<file path="src/rtl/updown_mod_counter.sv">
// -----------------------------------------------------------------------------
// updown_mod_counter
//
// Parametrised modulo counter used for game timing and position/score logic
// (paddle step timers, ball-speed dividers, score digits). Counts 0..MODULUS-1
// up or down, either wrapping or saturating at the bounds, with a synchronous
// clear, a clamped synchronous load and an internal prescaler. A registered
// terminal-count pulse lets digits be cascaded (tc of units -> enable of tens).
//
// Parameters
//   WIDTH     bit width of count (>= 1)
//   MODULUS   count range 0..MODULUS-1 (2 <= MODULUS <= 2**WIDTH)
//   SATURATE  0 = wrap at the bounds, 1 = hold at the bounds
//   PRESCALE  enabled cycles per count step (>= 1)
//
// Ports
//   clk         rising-edge clock
//   reset       synchronous, active-high reset
//   enable      advances the prescaler; the count steps when it expires
//   up          1 = increment, 0 = decrement (sampled on each step)
//   clear       synchronous clear of count and prescaler
//   load        synchronous load of load_value (clamped to MODULUS-1)
//   load_value  value to load
//   count       current count (registered)
//   tick        one-cycle pulse after each count step (registered)
//   tc          one-cycle terminal-count pulse (registered)
//   at_max      count == MODULUS-1
//   at_min      count == 0
// -----------------------------------------------------------------------------
module updown_mod_counter #(
   parameter int WIDTH    = 8,
   parameter int MODULUS  = 10,
   parameter int SATURATE = 0,
   parameter int PRESCALE = 1
) (
   input  logic             clk,
   input  logic             reset,
   input  logic             enable,
   input  logic             up,
   input  logic             clear,
   input  logic             load,
   input  logic [WIDTH-1:0] load_value,
   output logic [WIDTH-1:0] count,
   output logic             tick,
   output logic             tc,
   output logic             at_max,
   output logic             at_min
);

   localparam int               PW       = (PRESCALE > 1) ? $clog2(PRESCALE) : 1;
   localparam int               WP1      = WIDTH + 1;
   localparam logic [WIDTH-1:0] MAX_VAL  = WIDTH'(MODULUS - 1);
   localparam logic [WP1-1:0]   MOD_EXT  = WP1'(MODULUS);
   localparam logic [PW-1:0]    PRE_LAST = PW'(PRESCALE - 1);
   localparam logic             SAT_MODE = (SATURATE != 0);

   logic [WIDTH-1:0] count_r;
   logic             tick_r;
   logic             tc_r;
   logic [PW-1:0]    presc_r;

   logic             step_s;
   logic [PW-1:0]    presc_nxt_s;
   logic [WIDTH-1:0] count_nxt_s;
   logic             tc_nxt_s;
   logic [WIDTH-1:0] load_clamped_s;

   // Clamp an out-of-range load value to the top of the count range.
   // The compare is done one bit wider so MODULUS == 2**WIDTH still works.
   function automatic logic [WIDTH-1:0] clamp_load(input logic [WIDTH-1:0] v);
      if ({1'b0, v} < MOD_EXT) begin
         return v;
      end else begin
         return MAX_VAL;
      end
   endfunction

   // Prescaler: advances on enabled cycles, flags a step when it expires.
   always_comb begin
      step_s      = 1'b0;
      presc_nxt_s = presc_r;
      if (enable) begin
         if (presc_r == PRE_LAST) begin
            presc_nxt_s = '0;
            step_s      = 1'b1;
         end else begin
            presc_nxt_s = presc_r + PW'(1);
         end
      end else begin
         presc_nxt_s = presc_r;
      end
   end

   // Next count and terminal-count flag for a step in the current direction.
   // Bounds use explicit compares so wrap never relies on natural overflow.
   always_comb begin
      count_nxt_s = count_r;
      tc_nxt_s    = 1'b0;
      if (up) begin
         if (count_r == MAX_VAL) begin
            if (SAT_MODE) begin
               count_nxt_s = count_r;
               tc_nxt_s    = 1'b0;
            end else begin
               count_nxt_s = '0;
               tc_nxt_s    = 1'b1;
            end
         end else begin
            count_nxt_s = count_r + WIDTH'(1);
            tc_nxt_s    = SAT_MODE && (count_r == (MAX_VAL - WIDTH'(1)));
         end
      end else begin
         if (count_r == '0) begin
            if (SAT_MODE) begin
               count_nxt_s = count_r;
               tc_nxt_s    = 1'b0;
            end else begin
               count_nxt_s = MAX_VAL;
               tc_nxt_s    = 1'b1;
            end
         end else begin
            count_nxt_s = count_r - WIDTH'(1);
            tc_nxt_s    = SAT_MODE && (count_r == WIDTH'(1));
         end
      end
   end

   // Load value after clamping into range.
   always_comb begin
      load_clamped_s = clamp_load(load_value);
   end

   // State update, priority reset > clear > load > step > hold.
   always_ff @(posedge clk) begin
      if (reset) begin
         count_r <= '0;
         presc_r <= '0;
         tick_r  <= 1'b0;
         tc_r    <= 1'b0;
      end else if (clear) begin
         count_r <= '0;
         presc_r <= '0;
         tick_r  <= 1'b0;
         tc_r    <= 1'b0;
      end else if (load) begin
         count_r <= load_clamped_s;
         presc_r <= '0;
         tick_r  <= 1'b0;
         tc_r    <= 1'b0;
      end else begin
         presc_r <= presc_nxt_s;
         if (step_s) begin
            count_r <= count_nxt_s;
            tick_r  <= 1'b1;
            tc_r    <= tc_nxt_s;
         end else begin
            tick_r  <= 1'b0;
            tc_r    <= 1'b0;
         end
      end
   end

   assign count  = count_r;
   assign tick   = tick_r;
   assign tc     = tc_r;
   assign at_max = (count_r == MAX_VAL);
   assign at_min = (count_r == '0);

endmodule
</file>
<file path="config.mk">
export PLATFORM = sky130hd
export DESIGN_NAME = updown_mod_counter
export DESIGN_NICKNAME = d
export VERILOG_FILES = /design/src/rtl/updown_mod_counter.sv
export SDC_FILE = /design/constraint.sdc
export NUM_CORES = 1
export LEC_CHECK = 0
export CAP_MARGIN = 20
export CORE_MARGIN = 2
export CORE_UTILIZATION = 45
export DETAILED_ROUTE_END_ITERATION = 7
export PLACE_DENSITY = 0.78
export SYNTH_ARGS = -nofsm -noshare
export SYNTH_HDL_FRONTEND = slang
export SYNTH_SLANG_ARGS = --single-unit
</file>
<file path="constraint.sdc">
create_clock -name clk -period 2.2 [get_ports clk]
set_input_delay 0.44 -clock clk [delete_from_list [all_inputs] [get_ports clk]]
set_output_delay 0.44 -clock clk [all_outputs]
set_load 0.005 [all_outputs]
</file>
==> results.py, run 1 <==
metrics = {
    "finish": {
        "drive_gt1_frac": 0.1818,
        "syn_to_final_growth_pct": 50.60,
        "nNetsFinal": 173,
        "antennaDiodeCount": 0,
        "nFillCells": 148,
        "final_cell_mix": "clkdlybuf4s50_1, buf_4, nor2_1, a21oi_1",
        "mostFrequentLayoutCell": "clkdlybuf4s50_1",
    },
    "power": {
        "peakVddDrop_uv": 319.6,
        "p_sw_frac": 0.3447,
        "internal-power_uw": 465.0,
        "power_frac_seq": 0.310,
        "power.switching_uw": 244.6,
        "p_per_area_mw_per_mm2": 562.1,
        "p_comb_frac": 0.447,
        "power_leakage_uw": 0.0005166,
        "clockPowerShare": 0.243,
    },
    "cts": {
        "cts_tree": "yes",
        "clk_latency_ps": 270,
        "hold_buffers": 0,
        "numCtsBuffers": 3,
        "h-tree-depth": 1,
        "cts-root-buf": "clkbuf_4",
        "cts.sinks": 10,
        "clock_path_buffers": 2,
        "clk_pin_slew_worst_paths_ps": 70,
    },
    "global_route": {
        "grt_pass1_vias": 947,
        "grt_max_degree": 14,
        "grt_pass1_wl_um": 4181,
        "overflow": 0,
        "grt_usage": 0.2705,
        "antenna_found_initial": 0,
    },
    "synthesis": {
        "syn_area_um2": 838.3,
        "synthFlopType": "dfxtp_1",
        "ys_types": 36,
        "syn-num-nets": 134,
        "ys.warnings.count": 0,
        "async_flop_share": 0,
        "yosysSeqAreaShare": 0.2388,
        "synth_seq_cells": 10,
        "synth-edff-count": 0,
        "netlist_instances": 116,
        "avgSynthCellArea_um2": 7.227,
    },
    "placed_design": {
        "pre_cts_ws_ps": 117.5,
        "port_buffers": 25,
        "gp_congestion": 0.9322,
        "hpwl_um": 1966,
    },
    "sta": {
        "worstMarginPinSlew_ps": 360.9,
        "maxSlewHeadroom": 0.7585,
        "fin_crit_sh": 0.9038,
        "hold_viol_final": 0,
        "fin_tns_setup_ps": 0,
        "report.final.slew_viol_count": 0,
        "layout_setup_ws_ps": 211.7,
        "period_minus_slack_ps": 1988,
        "finalSetupViolCount": 0,
        "rsz0062_at_grt": "no",
        "fmax_mhz": 502.9,
        "skew_ps": 7.274,
    },
    "detailed_routing": {
        "ant_nets": 0,
        "drtIter0Drc": 72,
        "dr.pass1.iters": 4,
        "routed_wl_um": 2607,
        "viasPerCell": 5.844,
        "drc": 0,
        "via_count": 1046,
        "routedWlPerCell_um": 14.56,
    },
    "floorplanning": {
        "start_util": 0.4803,
        "die_area_mm2": 0.002224,
        "die_h_um": 47.16,
        "core_area_mm2": 0.001745,
        "dieWidth_um": 47.16,
        "num_rows": 15,
        "top_level_ports": 26,
    },
    "outcome": {
        "outcome": "complete, no violations",
    },
    "worst_setup_path": {
        "cp_max_fo": 6,
        "reg2regPathDepth": 8,
        "start_kind": "register",
        "timing_worst_setup_path_type": "reg2out",
        "critPathArrivalTime_ps": 1550,
        "end_kind": "output port",
        "crit_required_ps": 1760,
    },
    "worst_hold_path": {
        "worstHoldPathCells": 1,
        "hp-class": "reg2reg",
    },
    "flow_run": {
        "drv_cap": 0,
    },
}
synthesized netlist by cell type (2+ instances only):
library cell / n / share of area
nor2_1: 12 / 0.054
a21oi_1: 11 / 0.066
dfxtp_1: 10 / 0.24
nand2_1: 10 / 0.045
nor3_1: 8 / 0.048
nand3_1: 7 / 0.042
inv_1: 6 / 0.027
clkbuf_1: 5 / 0.022
nor4_1: 5 / 0.037
o21ai_0: 5 / 0.030
ha_1: 4 / 0.060
and3_1: 3 / 0.022
o21bai_1: 3 / 0.027
o31ai_1: 3 / 0.027
nor2b_1: 2 / 0.015
nor3b_1: 2 / 0.018
cell families (layout without fill, tap and decap cells):
kind of cell | after synthesis | after routing | share of synthesized area
simple gates | 55 | 55 | 0.3537
compound gates | 33 | 33 | 0.2642
buf+inv | 12 | 50 | 0.06269
fa+ha+maj | 4 | 4 | 0.05970
xor+xnor | 2 | 2 | 0.02090
flops | 10 | 10 | 0.2388
sequential cells by signal, summed over array words and instances (netlist names):
signal,count
count,8
tc,1
tick,1
worst paths after layout:
kind                 start       end  slack (ps)
setup / recovery  count[6]    at_max         210
hold reg to reg   count[6]  count[6]         570
setup reg to reg  count[1]  count[2]         290
hold / removal    count[6]  count[6]         570
critical path, stage by stage (launching register included):
cell	delay (ps)
dfxtp_1	360
or3_4	430
nor4_4	230
dlygate4sd2_1	260
final cells by class:
| cell class | count | area [um2] | share of cell area |
|---|---|---|---|
| multi-input cells | 94 | 608.1 | 0.4817 |
| clock buffers | 4 | 36.28 | 0.02874 |
| inverters | 6 | 22.52 | 0.01784 |
| repair buffers | 40 | 364.1 | 0.2884 |
| well taps | 25 | 31.28 | 0.02478 |
| flip-flops and latches | 10 | 200.2 | 0.1586 |
per-stage QoR:
step / cells / hold WS [ps] / power [uW] / instance area [um2] / utilization
final: 179 / 568.7 / 709.7 / 1262 / 0.7233
after global routing: 179 / 599.4 / 745.9 / 1262 / 0.7233
after CTS: 178 / 574.1 / 703.6 / 1252 / 0.7176
after detailed placement: 174 / 549.2 / 513.0 / 1195 / 0.6846
after global placement: 174 / 528.3 / 505.8 / 1195 / 0.6846
after floorplan: 116 / 501.8 / 378.2 / 838.3 / -
repair_timing:
action                                  4_1_cts  5_1_grt
endpoints found under the setup margin        2        1
pin swaps                                     0        0
resized for setup                             6        1
setup buffers                                 0        1
metal layers:
metal | wire length [um] | share of wire | vias up | track usage
met2 | 1257 | 0.48 | 62 | 0.4877
li1 | - | - | 503 | -
met5 | 0 | 0 | - | 0
met3 | 186 | 0.071 | 19 | 0.05769
met4 | 114 | 0.044 | 0 | 0.1167
met1 | 1049 | 0.40 | 462 | 0.3037
power by group through the flow:
stage	logic (uW)	registers, uW	clock network (uW)
3_3_place_gp	286	220	0
2_1_floorplan	157	221	0
6_report	317	220	173
3_5_place_dp	292	221	0
5_1_grt	344	222	180
4_1_cts	307	220	177
(Power assumes the default switching activity.)
==> run 2: changes to the inputs <==
Settings changed: ABC_AREA set to 1, CORE_UTILIZATION 45 to 46.
==> run 2 against run 1 <==
Register-to-register slack better by 340 ps. Sequential share of layout area up 0.98 points. Synthesized cell count up 22%. Global-route usage down 4.5 points. Final area down 4.7%. Area after synthesis up 6.0%. Fmax down 7.3%. Utilization down 4.1 points.
==> results.py, run 2 <==
metrics = {
    "synthesis": {
        "synth-edff-count": 0,
        "yosys-top-cells-area": "dfxtp_1, nand2_1, inv_1",
        "yosys-top-cells-count": "nand2_1, inv_1, nor2_1, nand3_1, dfxtp_1",
        "async_flop_share": 0,
        "yosysSeqAreaShare": 0.2254,
        "synth_largest_area_cell": "dfxtp_1",
        "synth_most_common_cell": "nand2_1",
        "syn_area_um2": 888.4,
        "synth_top_area_share": 0.2254,
        "netlist_instances": 142,
        "syn-num-nets": 160,
        "avgSynthCellArea_um2": 6.256,
        "ys_types": 25,
        "synthFlopType": "dfxtp_1",
        "synth_seq_cells": 10,
        "ys.warnings.count": 0,
    },
    "cts": {
        "clk_latency_ps": 270,
        "clk_pin_slew_worst_paths_ps": 70,
        "h-tree-depth": 1,
        "cts-root-buf": "clkbuf_4",
        "numCtsBuffers": 3,
        "cts.sinks": 10,
        "clock_path_buffers": 2,
        "hold_buffers": 0,
        "cts_tree": "yes",
    },
    "worst_setup_path": {
        "start_kind": "register",
        "critPathArrivalTime_ps": 1700,
        "reg2reg_slack_ps": 630,
        "cp_max_fo": 9,
        "timing_worst_setup_path_type": "reg2out",
        "r2r_end": "count[6]",
        "crit_required_ps": 1760,
        "end_kind": "output port",
        "reg2regPathDepth": 10,
        "r2r_start": "count[1]",
    },
    "finish": {
        "drive_gt1_frac": 0.1520,
        "nFillCells": 181,
        "syn_to_final_growth_pct": 35.49,
        "final_cells": 196,
        "antennaDiodeCount": 0,
        "final_cell_mix": "nand2_1, clkdlybuf4s50_1, inv_1, nor2_1, nand3_1",
        "utilization": 0.6823,
        "nNetsFinal": 190,
        "largest_reg_flops": 8,
        "mostFrequentLayoutCell": "nand2_1",
    },
    "floorplanning": {
        "dieWidth_um": 47.95,
        "die_area_mm2": 0.002299,
        "num_rows": 15,
        "start_util": 0.5035,
        "die_h_um": 47.95,
        "core_area_mm2": 0.001764,
        "top_level_ports": 26,
    },
    "detailed_routing": {
        "drc": 0,
        "viasPerCell": 5.015,
        "routed_wl_um": 2204,
        "drtIter0Drc": 8,
        "via_count": 983,
        "ant_nets": 0,
        "dr.pass1.iters": 4,
        "routedWlPerCell_um": 11.24,
    },
    "global_route": {
        "antenna_found_initial": 0,
        "grt_usage": 0.2254,
        "grt_pass1_vias": 832,
        "grt_max_degree": 10,
        "overflow": 0,
        "grt_pass1_wl_um": 3615,
    },
    "worst_hold_path": {
        "worstHoldPathCells": 2,
        "min_from": "count[7]",
        "hp-class": "reg2reg",
        "worstHoldEndpoint": "count[7]",
    },
    "sta": {
        "maxSlewHeadroom": 0.7541,
        "fin_tns_setup_ps": 0,
        "finalSetupViolCount": 0,
        "worstMarginPinSlew_ps": 368.4,
        "fin_crit_sh": 0.9750,
        "report.final.slew_viol_count": 0,
        "fmax_mhz": 466.2,
        "hold_viol_final": 0,
        "holdWs_ps": 555.0,
        "period_minus_slack_ps": 2145,
        "rsz0062_at_grt": "no",
        "skew_ps": 4.065,
    },
    "power": {
        "p_total_uw": 515.9,
        "p_per_area_mw_per_mm2": 428.6,
        "peakVddDrop_uv": 259.7,
        "power_leakage_uw": 0.0005162,
    },
    "flow_run": {
        "drv_cap": 0,
    },
    "placed_design": {
        "port_buffers": 25,
        "dp_cells": 191,
        "gp_congestion": 0.8635,
        "hpwl_um": 1777,
    },
    "outcome": {
        "outcome": "complete, no violations",
    },
}
==> run 2: what timing repair did <==
item / 4_1_cts / 5_1_grt
pin swaps: 0 / 1
resized for setup: 1 / 4
buffers inserted: 0 / 1
endpoints found under the setup margin: 1 / 2
hold endpoints to repair: 0 / 0
==> run 2: power breakdown <==
part / switching (uW) / internal [uW]
sequential: 10.9 / 187
combinational: 76.8 / 73.5
clock: 66.7 / 100
==> run 2: through the flow <==
stage               area, um2  setup WS (ps)
finish                   1204          55.00
global route             1204          1.010
CTS                      1191          25.49
detailed placement       1155          266.1
global placement         1155          331.1
floorplan               888.4          803.5
==> run 2: worst max path at each step <==
| stage | endpoint | startpoint | cells after the start |
|---|---|---|---|
| after global routing | at_min | count[2] | 4 |
| after CTS | at_max | count[1] | 5 |
| after detailed placement | at_min | count[0] | 5 |
| final | at_min | count[2] | 4 |
| after floorplan | count[5] | count[0] | 9 |
| after global placement | at_min | count[0] | 5 |
==> run 2: cell type report <==
class | instances | area, um2 | area share
Multi-Input combinational cell | 110 | 589.3 | 0.4896
Timing Repair Buffer | 28 | 272.8 | 0.2266
Sequential cell | 10 | 202.7 | 0.1684
Inverter | 19 | 71.32 | 0.05925
Clock buffer | 4 | 36.28 | 0.03015
Tap cell | 25 | 31.28 | 0.02599
==> run 2: layer usage <==
layer,wire length [um],vias up,part of all wire,GRT usage
met2,1076,26,0.49,0.3867
met1,997,440,0.45,0.2768
li1,-,513,-,-
met4,25,0,0.011,0.08108
met3,105,4,0.048,0.04528
met5,0,-,0,0
==> run 2: logic make-up (layout without fill, tap and decap cells) <==
| family | count (synthesis) | count (layout) | share of synthesized area |
|---|---|---|---|
| compound gates | 22 | 22 | 0.1366 |
| simple gates | 79 | 79 | 0.4183 |
| flops | 10 | 10 | 0.2253 |
| fa+ha+maj | 4 | 4 | 0.05634 |
| buf+inv | 22 | 51 | 0.1141 |
| xor+xnor | 5 | 5 | 0.04929 |
==> run 2: critical path, stage by stage, from the launching register on <==
cell and delay (ps):
dfxtp_1 420, nor2_2 230, nand2_2 90, nor2_4 180
clkdlybuf4s50_1 520
